`config.mk`:
```
export PLATFORM = sky130hd
export DESIGN_NAME = mp_add_seq
export DESIGN_NICKNAME = d
export VERILOG_FILES = /design/src/rtl/mp_add_pkg.sv /design/src/rtl/cla_16bits.sv /design/src/rtl/mp_add_seq.sv
export SDC_FILE = /design/constraint.sdc
export NUM_CORES = 1
export LEC_CHECK = 0
export ABC_AREA = 1
export BUFFER_PORTS_ARGS = -buffer_cell sky130_fd_sc_hd__buf_4
export CAP_MARGIN = 20
export CORE_ASPECT_RATIO = 0.6
export CORE_MARGIN = 2
export CORE_UTILIZATION = 30
export DETAILED_ROUTE_END_ITERATION = 10
export GPL_TIMING_DRIVEN = 0
export SLEW_MARGIN = 20
export SYNTH_ARGS = -nofsm -noshare
export SYNTH_HDL_FRONTEND = slang
export SYNTH_HIERARCHICAL = 1
export SYNTH_SLANG_ARGS = --single-unit
export TNS_END_PERCENT = 100
```
`constraint.sdc`:
```
create_clock -name clk -period 5 [get_ports clk]
set_clock_uncertainty 0.2 [all_clocks]
set_input_delay 1.5 -clock clk [delete_from_list [all_inputs] [get_ports clk]]
set_output_delay 1.5 -clock clk [all_outputs]
set_load 0.01 [all_outputs]
```
`src/rtl/mp_add_pkg.sv`:
```
// Shared constants, FSM encoding and word-slice helper for mp_add_seq.
// Imported by the sequencer top.
package mp_add_pkg;

    localparam int unsigned WORD_W = 16;

    typedef enum logic [1:0] {
        ST_IDLE = 2'd0,
        ST_RUN  = 2'd1,
        ST_DONE = 2'd2
    } state_t;

    // LSB position of word idx inside a packed multi-word vector
    function automatic int unsigned word_lsb(input int unsigned idx);
        return idx * WORD_W;
    endfunction

endpackage

```
`src/rtl/cla_16bits.sv`:
```
// 16-bit carry-look-ahead adder built from four 4-bit look-ahead groups.
// Ports: x, y, c_in -> s, c_out.
module cla_16bits (
    input  logic [15:0] x,
    input  logic [15:0] y,
    input  logic        c_in,
    output logic [15:0] s,
    output logic        c_out
);

    logic [15:0] g;
    logic [15:0] p;
    logic [15:0] c;
    logic [3:0]  gg;
    logic [3:0]  gp;
    logic [4:0]  gc;

    assign g = x & y;
    assign p = x ^ y;

    always_comb begin
        gg = '0;
        gp = '0;
        gc = '0;
        c  = '0;
        gc[0] = c_in;
        for (int k = 0; k < 4; k++) begin
            gg[k] = g[4*k+3]
                  | (p[4*k+3] & g[4*k+2])
                  | (p[4*k+3] & p[4*k+2] & g[4*k+1])
                  | (p[4*k+3] & p[4*k+2] & p[4*k+1] & g[4*k]);
            gp[k] = &p[4*k +: 4];
            gc[k+1] = gg[k] | (gp[k] & gc[k]);
        end
        for (int k = 0; k < 4; k++) begin
            c[4*k] = gc[k];
            for (int j = 1; j < 4; j++) begin
                c[4*k+j] = g[4*k+j-1] | (p[4*k+j-1] & c[4*k+j-1]);
            end
        end
    end

    assign s     = p ^ c;
    assign c_out = gc[4];

endmodule

```
`src/rtl/mp_add_seq.sv`:
```
// Multi-precision add/subtract sequencer: one 16-bit CLA reused per word, LSW first.
// Ports: clk, rst_n, in_* request (valid/ready), out_* result (valid/ready) + flags.
module mp_add_seq
    import mp_add_pkg::*;
#(
    parameter int WORDS = 4
) (
    input  logic                       clk,
    input  logic                       rst_n,
    input  logic                       in_valid,
    output logic                       in_ready,
    input  logic [WORDS*WORD_W-1:0]    in_a,
    input  logic [WORDS*WORD_W-1:0]    in_b,
    input  logic                       in_sub,
    input  logic [$clog2(WORDS)-1:0]   in_len,
    output logic                       out_valid,
    input  logic                       out_ready,
    output logic [WORDS*WORD_W-1:0]    out_sum,
    output logic                       out_cout,
    output logic                       out_ovf,
    output logic                       out_zero
);

    localparam int LW = $clog2(WORDS);
    localparam int W  = WORDS * WORD_W;

    state_t state_q;
    state_t state_d;

    logic [W-1:0]      a_q;
    logic [W-1:0]      b_q;
    logic              sub_q;
    logic [LW-1:0]     len_q;
    logic [LW-1:0]     idx_q;
    logic              carry_q;
    logic              zero_acc_q;

    logic [WORD_W-1:0] a_w;
    logic [WORD_W-1:0] y_w;
    logic [WORD_W-1:0] s_w;
    logic              c_out;
    logic              accept;
    logic              last;
    logic              ovf_w;

    assign a_w = a_q[word_lsb(32'(idx_q)) +: WORD_W];
    // subtract is A + ~B + 1; the +1 comes from carry seeded with sub
    assign y_w = b_q[word_lsb(32'(idx_q)) +: WORD_W] ^ {WORD_W{sub_q}};

    assign ovf_w = (a_w[WORD_W-1] == y_w[WORD_W-1])
                 & (s_w[WORD_W-1] != a_w[WORD_W-1]);

    cla_16bits u_cla (
        .x     (a_w),
        .y     (y_w),
        .c_in  (carry_q),
        .s     (s_w),
        .c_out (c_out)
    );

    always_ff @(posedge clk or negedge rst_n) begin
        if (!rst_n) state_q <= ST_IDLE;
        else        state_q <= state_d;
    end

    always_comb begin
        state_d = state_q;
        unique case (state_q)
            ST_IDLE: if (in_valid)  state_d = ST_RUN;
            ST_RUN:  if (last)      state_d = ST_DONE;
            ST_DONE: if (out_ready) state_d = ST_IDLE;
            default:                state_d = ST_IDLE;
        endcase
    end

    always_comb begin
        in_ready  = (state_q == ST_IDLE);
        out_valid = (state_q == ST_DONE);
        accept    = in_valid & in_ready;
        last      = (state_q == ST_RUN) && (idx_q == len_q);
    end

    always_ff @(posedge clk or negedge rst_n) begin
        if (!rst_n) begin
            a_q        <= '0;
            b_q        <= '0;
            sub_q      <= 1'b0;
            len_q      <= '0;
            idx_q      <= '0;
            carry_q    <= 1'b0;
            zero_acc_q <= 1'b0;
            out_sum    <= '0;
            out_cout   <= 1'b0;
            out_ovf    <= 1'b0;
            out_zero   <= 1'b0;
        end else if (accept) begin
            a_q        <= in_a;
            b_q        <= in_b;
            sub_q      <= in_sub;
            len_q      <= in_len;
            idx_q      <= '0;
            carry_q    <= in_sub;
            zero_acc_q <= 1'b1;
            out_sum    <= '0;
            out_cout   <= 1'b0;
            out_ovf    <= 1'b0;
            out_zero   <= 1'b0;
        end else if (state_q == ST_RUN) begin
            out_sum[word_lsb(32'(idx_q)) +: WORD_W] <= s_w;
            carry_q    <= c_out;
            zero_acc_q <= zero_acc_q & (s_w == '0);
            idx_q      <= idx_q + LW'(1);
            if (last) begin
                out_cout <= c_out;
                out_ovf  <= ovf_w;
                out_zero <= zero_acc_q & (s_w == '0);
            end
        end
    end

endmodule

```
======== After elaboration in Yosys (flattened, before gate mapping) ========
Index checks and enable logic that the tools add are counted.
W data, S select, Z words.
word-level totals
  bits in registers ....................... 204
  bits in latches ......................... 0
  RAM bits ................................ 0
  memory bits (read-only) ................. 0
  bits of input ports ..................... 135
  output and inout bits ................... 69
  word-level logic and storage cells ...... 130
  memories kept ........................... 0
operators by class
  add/subtract/negate cells ............... 2
  multiply operators ...................... 0
  divide/modulo/power cells ............... 0
  magnitude comparators ................... 0
  equal/unequal tests ..................... 8
  shifts and indexed selects .............. 4
  muxes and demuxes ....................... 22
  bitwise gates (word level) .............. 71
  reductions and logical operators ........ 11
operators with widths
  operator                    number
  $mux W64                    2
  $shiftx A64 B7 Y16          2
  $bwmux W64                  1
  $shift A16 B34 Y64 const A  1
  $shiftx A16 B34 Y64         1
  $xor A16 B16 Y16            3
  $and A1 B1 Y1               39
  $neg A6 Y34                 1
  $or A1 B1 Y1                28
  $and A16 B16 Y16            1
  $logic_not A16 Y1           1
  $reduce_and A4 Y1           4
  $mux W1                     13
  $mux W2                     5
  $pmux W2 S3                 1
  $ne A2 B2 Y1 const B        2
  $reduce_bool A2 Y1          2
  $reduce_and A3 Y1           1
  $add A2 B1 Y2 const B       1
  $eq A2 B1 Y1 const B        1
  $eq A2 B2 Y1                1
  $eq A2 B2 Y1 const B        1
  $logic_not A2 Y1            1
  $ne A2 B1 Y1 const B        1
  4 further kinds             4

======== Depth between registers and ports, before layout ========
  depth in word-level cells ............... 24
  depth in mapped cells ................... 26
  depth with buffers taken out ............ 25

======== By module ========
Netlist, hierarchy kept.
by module, submodules not included
  module      times used  cells an instance  area an instance (µm²)  seq. area each (µm²)
  mp_add_seq  1           1,140              9,429.0                 5,104.9
  cla_16bits  1           89                 725.7                   0.0

======== Worst setup path before layout ========
No wires, ideal clock.
  path kind ............................... reg2reg
  start point ............................. register idx_q[0]
  end point ............................... register zero_acc_q
  setup time .............................. 120 ps
  arrival ................................. 3,870 ps
  data required time ...................... 4,680 ps
  slack ................................... 809 ps
  cell stages (with the launch flop) ...... 27
  buffers on the path ..................... 1
  clock period less this slack ............ 4,191 ps
  cell sequence ........................... dfrtp_1 > inv_2 > clkbuf_1 > nand2_1 > nand3_1 > nand2_1 > xor2_1 > ha_1 > nand2_1 > nand2_1 > nor2_1 > nand2_2 > nand2_2 > nand2_2 > nand2_2 > nand2_2 > fa_1 > fa_1 > fa_1 > xor2_1 > inv_1 > nand4_1 > nor2_1 > nand2_1 > nand2_1 > nand2_1 > nand2_1
between the ends
  longest elaborated chain between the ends .. 23
  elaborated cells between the ends (all ways) .. 67
  classes of those cells .................. shift: 2; mux: 2; bitwise: 59; reduce/logical: 4
ends and longest elaborated chain
  what                                                  RTL line                                              RTL
  start, declared                                       mp_add_seq.sv:34                                      logic [LW-1:0] idx_q;
  start signal, assigned                                mp_add_seq.sv:112                                     idx_q <= idx_q + LW'(1);
  $shiftx A64 B7 Y16 *                                  mp_add_seq.sv:48                                      assign y_w = b_q[word_lsb(32'(idx_q)) +: WORD_W] ^ {WORD_W{sub_q}};
  $xor A16 B16 Y16 *                                    mp_add_seq.sv:48
  via y_w[3]                                            mp_add_seq.sv:39                                      logic [WORD_W-1:0] y_w;
  $xor A16 B16 Y16                                      cla_16bits.sv:19                                      assign p = x ^ y;
  $and A1 B1 Y1 (on tied branches)                      cla_16bits.sv:29, cla_16bits.sv:30, cla_16bits.sv:31
  $or A1 B1 Y1 (tied with other cells)                  cla_16bits.sv:29                                      | (p[4*k+3] & g[4*k+2])
  $or A1 B1 Y1 / $and A1 B1 Y1 (equally long branches)  cla_16bits.sv:30, cla_16bits.sv:31
  $or A1 B1 Y1                                          cla_16bits.sv:31                                      | (p[4*k+3] & p[4*k+2] & p[4*k+1] & g[4*k]);
  [... 9 more ...]                                      --
  $and A1 B1 Y1 *                                       cla_16bits.sv:38                                      c[4*k+j] = g[4*k+j-1] | (p[4*k+j-1] & c[4*k+j-1]);
  $or A1 B1 Y1 *                                        cla_16bits.sv:38
  $xor A16 B16 Y16 *                                    cla_16bits.sv:43                                      assign s = p ^ c;
  via s_w[15]                                           mp_add_seq.sv:40                                      logic [WORD_W-1:0] s_w;
  $logic_not A16 Y1 *                                   mp_add_seq.sv:111                                     zero_acc_q <= zero_acc_q & (s_w == '0);
  $and A1 B1 Y1 *                                       mp_add_seq.sv:111
  $mux W1 *                                             mp_add_seq.sv:108                                     end else if (state_q == ST_RUN) begin
  $mux W1 *                                             mp_add_seq.sv:96                                      end else if (accept) begin
  end signal, assigned                                  mp_add_seq.sv:111
  end, declared                                         mp_add_seq.sv:36                                      logic zero_acc_q;
Mark *: on every way through the listed nets, which the timed path passes. The rest lies on a longest branch. The select of a mux whose other input is x is not followed.
A chain may end at the register's enable or synchronous reset.

======== Final worst setup path ========
  start point ............................. register idx_q[1]
  end point ............................... register out_sum[27]
between the ends
  elaborated cells between the ends (all ways) .. 69
  classes of those cells .................. add/sub: 1; shift: 4; mux: 3; bitwise: 58; reduce/logical: 3
RTL lines
  what                                                         RTL line                                              RTL
  $shiftx A64 B7 Y16 *                                         mp_add_seq.sv:48
  $xor A16 B16 Y16 *                                           mp_add_seq.sv:48
  via y_w[2]                                                   mp_add_seq.sv:39
  $and A16 B16 Y16 / $xor A16 B16 Y16 (equally long branches)  cla_16bits.sv:18, cla_16bits.sv:19
  $and A1 B1 Y1 (on tied branches)                             cla_16bits.sv:29, cla_16bits.sv:30, cla_16bits.sv:31
  $or A1 B1 Y1 (tied with other cells)                         cla_16bits.sv:29
  $or A1 B1 Y1 / $and A1 B1 Y1 (equally long branches)         cla_16bits.sv:30, cla_16bits.sv:31
  $or A1 B1 Y1                                                 cla_16bits.sv:31
  [... 7 more ...]                                             --
  $and A1 B1 Y1 *                                              cla_16bits.sv:38
  $or A1 B1 Y1 *                                               cla_16bits.sv:38
  $xor A16 B16 Y16 *                                           cla_16bits.sv:43
  via s_w[11]                                                  mp_add_seq.sv:40
  $shiftx A16 B34 Y64 *                                        mp_add_seq.sv:109                                     out_sum[word_lsb(32'(idx_q)) +: WORD_W] <= s_w;
  $bwmux W64 *                                                 mp_add_seq.sv:109
  $mux W64 *                                                   mp_add_seq.sv:108
  $mux W64 *                                                   mp_add_seq.sv:96
  end signal, assigned by index                                mp_add_seq.sv:109
  end, declared                                                mp_add_seq.sv:18                                      output logic [WORDS*WORD_W-1:0] out_sum,
Marked as above.

==> flow_summary.json <==
{
  "clkTransAtPathRegs_ns": 0.06,
  "max_cap_violations": 0,
  "post_dp_cell_area_um2": 12300,
  "synth_compound_area_frac": 0.0834,
  "root_buffer": "clkbuf_16",
  "die_h_um": 147,
  "syn_area_per_cell_um2": 8.26,
  "yosysTopAreaCell": "dfrtp_1",
  "setup_viol": 0,
  "area_delta_synth_final_pct": 29.8,
  "leakagePower_nw": 6.84,
  "slew_violations": 0,
  "grt_max_degree": 96,
  "row_count": 52,
  "grt_pass1_vias": 9240,
  "first_pass_iters": 5,
  "drive_gt1_frac": 0.244,
  "cts_hold_buf": 0,
  "endpoint_kind": "flip-flop",
  "outcome": "complete, no violations",
  "synthXorXnorAreaFrac": 0.0181,
  "cts_buffers": 21,
  "ios": 204,
  "wl_per_cell_um": 18.4,
  "dieArea_um2": 35400,
  "num_vias": 9273,
  "seq_area_frac_synth": 0.503,
  "max_slew_margin": 0.559,
  "rr_startpoint": "idx_q[1]$_DFFE_PN0P_",
  "synth-seq-cells": 204,
  "crit_slowest_cell": "dfrtp_1",
  "synth_ff_type": "dfrtp_1",
  "cp-start-kind": "flip-flop",
  "r2r_cells": 21,
  "cts_sinks": 204,
  "clockBufferDepth": 3,
  "cts_max_level": 1,
  "required_ns": 5.24,
  "synthMuxAreaShare": 0,
  "post-route-drc-count": 0,
  "post-synth-top-count-cell": "nand2_1",
  "synth_top_family_by_area": "simple AND/OR/NAND/NOR gates",
  "total_power_mw": 11.4,
  "initial_utilization": 0.303,
  "synthAdderAreaFrac": 0.0495,
  "synth_top_area_frac": 0.503,
  "stdcell_area_um2": 13200,
  "min_period_ns": 4.77,
  "synthesis.area_um2": 10200,
  "gp_congestion": 0.853,
  "drtIter0Drc": 897,
  "grt_pass1_wl_um": 54800,
  "synth-simple-area-share": 0.290,
  "clk_latency_ns": 0.54,
  "mappedNetlistNets": 1397,
  "max_stage_delay_ns": 0.40,
  "fmax_mhz": 210,
  "peakVddDrop_mv": 0.686,
  "r2r-end": "out_sum[27]$_DFFE_PN0P_",
  "synth_edf_count": 0,
  "vias_per_cell": 4.79,
  "worstMarginPinSlew_ns": 0.661,
  "yosysUniqueCellTypes": 34,
  "drt_wl_total_um": 35700,
  "crit_fanout": 10,
  "grt_antenna_before_repair": 1,
  "yosysWarnings": 6,
  "async_reset_ff_frac": 1.00,
  "crit_type": "reg -> reg",
  "port-buffer-count": 203,
  "design.core.area_um2": 33500,
  "hold_violations": 0,
  "critical_path_arrival_ns": 5.00,
  "hold_path.class": "reg -> reg",
  "startpoint": "idx_q[1]$_DFFE_PN0P_",
  "synth_cells": 1229,
  "netlist_top_cells_area": "dfrtp_1, nand2_1, nand3_1",
  "fill_cells": 3459,
  "dp_hpwl_um": 27200,
  "fin_nets": 1630,
  "cp_common_cell": "nand2_2",
  "endpoint": "out_sum[27]$_DFFE_PN0P_",
  "grt_usage": 0.202,
  "die_x_um": 242,
  "synthTopCellsByCount": "nand2_1, dfrtp_1, nand3_1",
  "grt-ovfl-total": 0,
  "rrSetupSlack_ns": 0.23,
  "antenna_left": 0,
  "power_density_nw_per_um2": 866,
  "fin_crit_sh": 0.953,
  "crit_path_cell_trace": "clkbuf_4, clkinvlp_4, clkbuf_4, nand3_1, nand2_1, xor2_1, ha_1, nand2_2, nor2_1, nor2_1, nand2_2, nand2_2, nand2_2, fa_1, fa_1, fa_1, xor2_1, inv_1, nor2_1, nand2_1, o31ai_2",
  "tritoncts": "built"
}
[worst min path at each step]
stage,cells after the start,end,slack (ns),from
global route,2,b_q[59]$_DFFE_PN0P_,0.29,b_q[59]$_DFFE_PN0P_
floorplan,2,zero_acc_q$_DFFE_PN0P_,0.24,zero_acc_q$_DFFE_PN0P_
global placement,2,a_q[27]$_DFFE_PN0P_,0.26,a_q[27]$_DFFE_PN0P_
detailed placement,2,a_q[30]$_DFFE_PN0P_,0.26,a_q[30]$_DFFE_PN0P_
CTS,2,a_q[30]$_DFFE_PN0P_,0.28,a_q[30]$_DFFE_PN0P_
finish,2,b_q[56]$_DFFE_PN0P_,0.28,b_q[56]$_DFFE_PN0P_
[layout by cell type (no fill, tap or decap), types with 7 or more instances in the layout]
cell,count
o21ai_0,65
fa_1,11
a21oi_1,19
inv_1,41
nand2_2,7
o31ai_2,15
nand3_1,75
xor2_1,15
nand2_1,557
buf_4,221
ha_1,21
clkbuf_16,21
o31ai_1,17
o22ai_2,7
buf_2,35
clkbuf_2,7
nor2_1,53
dfrtp_1,203
o22ai_1,9
clkbuf_1,8
nand4_1,12
[metal layers]
metal,GRT usage,up-vias,wire length (µm)
li1,-,4391,-
met1,0.319,4475,18000
met2,0.276,367,14200
met3,0.0491,40,2840
met4,0.0394,0,671
met5,0,-,0
[where the power goes]
group / internal (mW) / leakage [nW] / switching (mW)
Clock: 0.969 / 0.351 / 0.703
Combinational: 2.26 / 3.87 / 4.77
Sequential: 2.30 / 2.62 / 0.413
Total: 5.53 / 6.84 / 5.89
[through the flow]
| step | cells | utilization | setup slack [ns] | hold WS [ns] | setup TNS [ns] |
|---|---|---|---|---|---|
| after floorplan | 1229 | - | 0.809 | 0.242 | 0 |
| after global placement | 1891 | 0.366 | -0.643 | 0.257 | -3.02 |
| after detailed placement | 1893 | 0.368 | -0.664 | 0.262 | -3.26 |
| after CTS | 1931 | 0.391 | 0.0132 | 0.279 | 0 |
| after global routing | 1936 | 0.393 | -0.0116 | 0.294 | -0.0118 |
| final | 1937 | 0.393 | 0.234 | 0.278 | 0 |
[logic make-up (layout without fill, tap and decap cells)]
family	Yosys count	after routing
AOI/OAI and AO/OA	134	134
xor gates and xnor gates	21	21
adders and majority gates	33	33
buffers and inverters	120	368
DFF	204	204
other	0	1
and+or+nand+nor	717	717
[state kept, by name (all words and copies together) (netlist names)]
register / flops
out_ovf: 1
state_q: 2
zero_acc_q: 1
out_cout: 1
len_q: 2
carry_q: 1
sub_q: 1
out_zero: 1
b_q: 64
out_sum: 64
a_q: 64
idx_q: 2
[critical path, delay by kind of cell, from the launching register on]
family,cells,cell delay [ns]
buffers and inverters,4,0.75
DFF,1,0.40
xor gates and xnor gates,2,0.54
AOI/OAI and AO/OA,1,0.24
adders and majority gates,4,1.45
and+or+nand+nor,10,1.08
[layout make-up]
class / instances / area, µm² / share of cell area
clock inverter: 7 / 91.3 / 0.00693
multi-input combinational: 905 / 4550 / 0.345
sequential: 204 / 5110 / 0.387
clock buffer: 31 / 623 / 0.0473
antenna: 1 / 2.50 / 0.000190
buffer: 70 / 417 / 0.0316
timing repair buffer: 210 / 1620 / 0.123
tap: 459 / 574 / 0.0436
inverter: 50 / 194 / 0.0147
[what timing repair did]
action | CTS | global route
setup buffers | 0 | 5
gates resized for setup | 16 | 20
endpoints found under the setup margin | 12 | 8
pin swaps | 0 | 1
No activity file was read; power rests on OpenSTA's default activity.
